===== src/rtl/imem_fetch_responder.sv =====
`default_nettype none
// ============================================================================
// Module   : imem_fetch_responder
// Brief    : Fixed-latency instruction-fetch responder with in-order response
//            queue, program-load port and redirect flush.
// Revision : 1.0 - initial release
// ============================================================================
module imem_fetch_responder #(
    parameter int ADDR_W    = 8,
    parameter int DATA_W    = 8,
    parameter int MEM_WORDS = 64,
    parameter int LATENCY   = 2,
    parameter int QDEPTH    = 4
) (
    input  logic              clk,
    input  logic              reset,
    input  logic              req_valid,
    output logic              req_ready,
    input  logic [ADDR_W-1:0] req_addr,
    output logic              resp_valid,
    input  logic              resp_ready,
    output logic [DATA_W-1:0] resp_data,
    output logic              resp_err,
    input  logic              flush,
    input  logic              load_en,
    input  logic [ADDR_W-1:0] load_addr,
    input  logic [DATA_W-1:0] load_data,
    output logic              busy
);

    localparam int c_MAW = (MEM_WORDS > 1) ? $clog2(MEM_WORDS) : 1;
    localparam int c_PW  = (QDEPTH > 1) ? $clog2(QDEPTH) : 1;
    localparam int c_CW  = $clog2(QDEPTH + 1);
    localparam int c_AW1 = ADDR_W + 1;

    localparam logic [c_AW1-1:0] c_MEM_LIMIT = c_AW1'(MEM_WORDS);
    localparam logic [c_CW-1:0]  c_QDEPTH    = c_CW'(QDEPTH);
    localparam logic [c_CW-1:0]  c_CNT_ONE   = c_CW'(1);
    localparam logic [c_PW-1:0]  c_PTR_LAST  = c_PW'(QDEPTH - 1);
    localparam logic [c_PW-1:0]  c_PTR_ONE   = c_PW'(1);

    logic [DATA_W-1:0] r_mem [MEM_WORDS];
    logic [DATA_W-1:0] r_q_data [QDEPTH];
    logic              r_q_err  [QDEPTH];

    logic [c_PW-1:0]   r_wr_ptr;
    logic [c_PW-1:0]   r_rd_ptr;
    logic [c_CW-1:0]   r_q_cnt;
    logic [c_CW-1:0]   r_outst;
    logic              r_busy;

    logic              w_accept;
    logic              w_rd_in_range;
    logic              w_ld_in_range;
    logic [DATA_W-1:0] w_rd_data;
    logic              w_push;
    logic [DATA_W-1:0] w_push_data;
    logic              w_push_err;
    logic              w_q_nempty;
    logic              w_pop;
    logic [c_PW-1:0]   w_wr_ptr_inc;
    logic [c_PW-1:0]   w_rd_ptr_inc;
    logic [c_CW-1:0]   w_q_cnt_nxt;
    logic [c_CW-1:0]   w_outst_nxt;

    assign req_ready     = reset && !flush && !load_en && (r_outst < c_QDEPTH);
    assign w_accept      = req_valid && req_ready;
    assign w_rd_in_range = ({1'b0, req_addr} < c_MEM_LIMIT);
    assign w_ld_in_range = ({1'b0, load_addr} < c_MEM_LIMIT);
    assign w_rd_data     = w_rd_in_range ? r_mem[req_addr[c_MAW-1:0]] : '0;

    // Store has no reset so that loaded programs survive a core reset.
    always_ff @(posedge clk) begin
        if (load_en && w_ld_in_range) begin
            r_mem[load_addr[c_MAW-1:0]] <= load_data;
        end
    end

    // The last LATENCY-1 cycles are spent in pipeline stages; the final
    // stage writes the queue so the entry is visible LATENCY cycles after accept.
    generate
        if (LATENCY == 1) begin : g_direct
            assign w_push      = w_accept;
            assign w_push_data = w_rd_data;
            assign w_push_err  = !w_rd_in_range;
        end else begin : g_pipe
            logic              r_pv [LATENCY-1];
            logic [DATA_W-1:0] r_pd [LATENCY-1];
            logic              r_pe [LATENCY-1];

            always_ff @(posedge clk or negedge reset) begin
                if (!reset) begin
                    for (int k = 0; k < LATENCY-1; k++) r_pv[k] <= 1'b0;
                end else if (flush) begin
                    for (int k = 0; k < LATENCY-1; k++) r_pv[k] <= 1'b0;
                end else begin
                    r_pv[0] <= w_accept;
                    for (int k = 1; k < LATENCY-1; k++) r_pv[k] <= r_pv[k-1];
                end
            end

            always_ff @(posedge clk) begin
                r_pd[0] <= w_rd_data;
                r_pe[0] <= !w_rd_in_range;
                for (int k = 1; k < LATENCY-1; k++) begin
                    r_pd[k] <= r_pd[k-1];
                    r_pe[k] <= r_pe[k-1];
                end
            end

            assign w_push      = r_pv[LATENCY-2];
            assign w_push_data = r_pd[LATENCY-2];
            assign w_push_err  = r_pe[LATENCY-2];
        end
    endgenerate

    assign w_q_nempty   = (r_q_cnt != '0);
    assign w_pop        = w_q_nempty && resp_ready;
    assign w_wr_ptr_inc = (r_wr_ptr == c_PTR_LAST) ? '0 : r_wr_ptr + c_PTR_ONE;
    assign w_rd_ptr_inc = (r_rd_ptr == c_PTR_LAST) ? '0 : r_rd_ptr + c_PTR_ONE;

    always_comb begin
        w_q_cnt_nxt = r_q_cnt;
        w_outst_nxt = r_outst;
        if (w_push && !w_pop) begin
            w_q_cnt_nxt = r_q_cnt + c_CNT_ONE;
        end else if (!w_push && w_pop) begin
            w_q_cnt_nxt = r_q_cnt - c_CNT_ONE;
        end
        if (w_accept && !w_pop) begin
            w_outst_nxt = r_outst + c_CNT_ONE;
        end else if (!w_accept && w_pop) begin
            w_outst_nxt = r_outst - c_CNT_ONE;
        end
    end

    // Outstanding is capped at QDEPTH, so a push never finds the queue full.
    always_ff @(posedge clk) begin
        if (w_push) begin
            r_q_data[r_wr_ptr] <= w_push_data;
            r_q_err[r_wr_ptr]  <= w_push_err;
        end
    end

    always_ff @(posedge clk or negedge reset) begin
        if (!reset) begin
            r_wr_ptr <= '0;
            r_rd_ptr <= '0;
            r_q_cnt  <= '0;
            r_outst  <= '0;
            r_busy   <= 1'b0;
        end else if (flush) begin
            r_wr_ptr <= '0;
            r_rd_ptr <= '0;
            r_q_cnt  <= '0;
            r_outst  <= '0;
            r_busy   <= 1'b0;
        end else begin
            if (w_push) r_wr_ptr <= w_wr_ptr_inc;
            if (w_pop)  r_rd_ptr <= w_rd_ptr_inc;
            r_q_cnt <= w_q_cnt_nxt;
            r_outst <= w_outst_nxt;
            r_busy  <= (w_outst_nxt != '0);
        end
    end

    assign resp_valid = w_q_nempty;
    assign resp_data  = w_q_nempty ? r_q_data[r_rd_ptr] : '0;
    assign resp_err   = w_q_nempty && r_q_err[r_rd_ptr];
    assign busy       = r_busy;

endmodule
`default_nettype wire

===== config.mk =====
export PLATFORM = sky130hd
export DESIGN_NAME = imem_fetch_responder
export DESIGN_NICKNAME = d
export VERILOG_FILES = /design/src/rtl/imem_fetch_responder.sv
export SDC_FILE = /design/constraint.sdc
export NUM_CORES = 1
export LEC_CHECK = 0
export BUFFER_PORTS_ARGS = -buffer_cell sky130_fd_sc_hd__buf_2
export CAP_MARGIN = 20
export CORE_MARGIN = 2
export CORE_UTILIZATION = 65
export CTS_BUF_LIST = sky130_fd_sc_hd__clkbuf_8
export DETAILED_ROUTE_END_ITERATION = 12
export PLACE_DENSITY_LB_ADDON = 0.12
export RECOVER_POWER = 50
export SYNTH_ARGS = -nofsm -noshare
export SYNTH_HDL_FRONTEND = slang
export SYNTH_SLANG_ARGS = --single-unit

===== constraint.sdc =====
create_clock -name clk -period 3.3 [get_ports clk]
set_input_delay 0.33 -clock clk [delete_from_list [all_inputs] [get_ports clk]]
set_output_delay 0.33 -clock clk [all_outputs]
set_load 0.05 [all_outputs]

==> flow_summary.ini <==
[run_status]
status = finished with violations
violations = capacitance limit, slew limit

[final_layout]
stdcell_count = 1773
diodes = 0
seq_area_um2 = 16900
n_fill_cell = 1968
drive_above_1_share_pct = 28.0
syn2layout_area_growth_pct = 11.9
final_nets = 1296
multi_input_area_um2 = 4970

[setup_path]
arrival_ns = 2.67
cp-end-kind = register
worstSetupStartpointType = input port
cp_slowest_cell = clkbuf_1
critPathRequiredTime_ns = 3.36
worst-setup-path-type = input port to register
crit_top_cell = clkbuf_1
path_delay_family = buffers and inverters
r2r_slack_ns = 1.28
path_max_fanout = 48
worstPathCellList = clkbuf_1, clkbuf_1
cp_slowest_stage_delay_ns = 1.70
crit_buf_inv = 2

[timing]
slew_headroom_pct = -62.3
period_share_pct = 79.2
period_needed_ns = 2.61
hold_viol = 0
clock.fmax_mhz = 383
tightest_slew_ns = 2.43
setup-tns-final_ns = 0
slew_viol_final = 380
fin_skew_ns = 0.0284
rsz0062_at_grt = no
worst_hold_slack_ns = 0.0609
setup_slack_ns = 0.688
setup_viol = 0

[clock_tree]
cts_buffer_depth = 3
cts_setup_buffers = 0
cts_root_buf = clkbuf_8
cts_tree = yes
cts_inserted_buffers = 87
ctsHtreeMaxLevel = 3
cts.sinks = 569
path_clk_slew_ns = 0.06
clock_latency_ns = 0.61

[synthesis]
yosys.area.top_type = edfxtp_1
syn-num-nets = 1135
synth_edf_count = 548
syn-cell-area_um2 = 22300
ys.flop_type = edfxtp_1
synth_commonest_cells = edfxtp_1, mux4_2, nor2_1
synthCells = 1098
avgSynthCellArea_um2 = 20.3
synth-seq-cells = 569
synthTopCellsByArea = edfxtp_1, mux4_2, nor2_1, mux2_2, dfrtp_1
yosysMostFrequentCell = edfxtp_1
seq_area_frac_synth_pct = 75.9
synth_cell_type_count = 48
async_reset_ff_share_pct = 2.11
yosysWarnings = 0
yosysTopAreaCellShare_pct = 73.8

[grt]
grt_pass1_wl_mm = 73.8
grt_max_degree = 65
grt_usage_pct = 28.7
overflow = 0
antenna_found_initial = 0
grt_pass1_vias = 11532

[drt]
wl_per_cell_um = 28.1
firstDrtPassIters = 6
post-route-drc-count = 0
routed_wl_mm = 49.9
num_vias = 11521
ant_nets = 0
drt_iter0_markers = 1432
avgViaCountPerCell = 6.50

[worst_hold_path]
min_path_type = input port to register

[placed_design]
dp_cells = 1612
dp_hpwl_mm = 31.6
gp_congestion = 0.916
io_buffers = 41
place_ws_ns = 0.496

[floorplanning]
rows = 67
die_w_um = 189
pin_count = 42
die_area_um2 = 35800
start_util_pct = 66.2
core_area_um2 = 33700
dieHeight_um = 189

[job]
drv_cap = 8

[pwr]
p_leak_nw = 8.18
powerDensity_nw_per_um2 = 584
irDropWorstVdd_mv = 0.421
[layout by cell type (no fill, tap or decap), types with 7 or more instances in the layout]
cell type  synthesis  layout
buf_2             17      29
mux2i_1           12      12
o21ai_0           16      16
clkbuf_8           0      93
nor2_1            92      92
dfrtp_1           12      12
edfxtp_1         548     548
nand2b_1          10      10
mux2_2            27      27
nor3_1            11      11
nor2b_1           17      17
a211oi_1           9       9
mux4_2           127     127
o22ai_1           34      34
nand3_1            8       8
clkinv_1           0      10
buf_4             10      70
inv_1             14      56
or3_1              7       7
dfxtp_1            9       9
nand2_1           17      17
a21oi_1            9       9
clkbuf_1          15      18
[metal layers]
layer / up-vias / global-route usage, % / wire [um]
met5: - / 0 / 0
met3: 97 / 5.19 / 4160
met2: 616 / 45.8 / 24800
met4: 0 / 10.2 / 1540
met1: 5975 / 41.0 / 19400
li1: 4833 / - / -
[registers in the layout (all words and copies together) (netlist names)]
| signal | flops |
|---|---|
| r_q_err | 4 |
| r_q_cnt | 3 |
| r_mem | 512 |
| r_rd_ptr | 2 |
| r_q_data | 32 |
| g_pipe.r_pd | 8 |
| g_pipe.r_pv | 1 |
| r_wr_ptr | 2 |
| busy | 1 |
| r_outst | 3 |
| g_pipe.r_pe | 1 |
[where the power goes]
group | internal, mW | switching (mW) | total, mW
registers | 8.00 | 0.0835 | 8.08
clock network | 2.59 | 2.55 | 5.14
logic | 0.481 | 0.866 | 1.35
total | 11.1 | 3.50 | 14.6
[metrics by stage]
step | utilization (%) | cell area (um^2) | total power [mW]
global placement | 69.4 | 23400 | 9.54
detailed placement | 69.6 | 23400 | 9.58
global route | 74.1 | 25000 | 15.1
finish | 74.1 | 25000 | 14.6
floorplan | - | 22300 | 9.14
CTS | 74.2 | 25000 | 14.6
[cell families after synthesis]
logic type	after synthesis	share of synthesized area (%)
compound gates	94	2.80
xor+xnor	6	0.297
fa+ha+maj	7	0.426
buf+inv	69	1.79
flops	569	75.9
mux	166	14.7
simple gates	187	4.05
[what timing repair did]
item                      in CTS  in global routing
hold buffers                   3                  0
gates resized for setup        0                  0
hold endpoints to repair      13                  0
[cell type report]
| type | count | area share, % |
|---|---|---|
| Sequential cell | 569 | 67.9 |
| Multi-Input combinational cell | 460 | 19.9 |
| Clock buffer | 93 | 5.13 |
| Timing Repair Buffer | 127 | 3.60 |
| Tap cell | 448 | 2.25 |
| Clock inverter | 62 | 1.02 |
| Inverter | 14 | 0.211 |
[final timing paths]
path / from / to / cells after the start
max in group asynchronous: reset / r_wr_ptr[0] / 2
worst max-delay path: load_data[6] / r_mem[23][6] / 2
worst max register to register: r_q_cnt[0] / r_q_cnt[2] / 7
worst min-delay path: flush / r_rd_ptr[1] / 2
min in group asynchronous: reset / r_outst[2] / 2
worst min register to register: g_pipe.r_pe[0] / r_q_err[2] / 0
(Power assumes the default switching activity.)
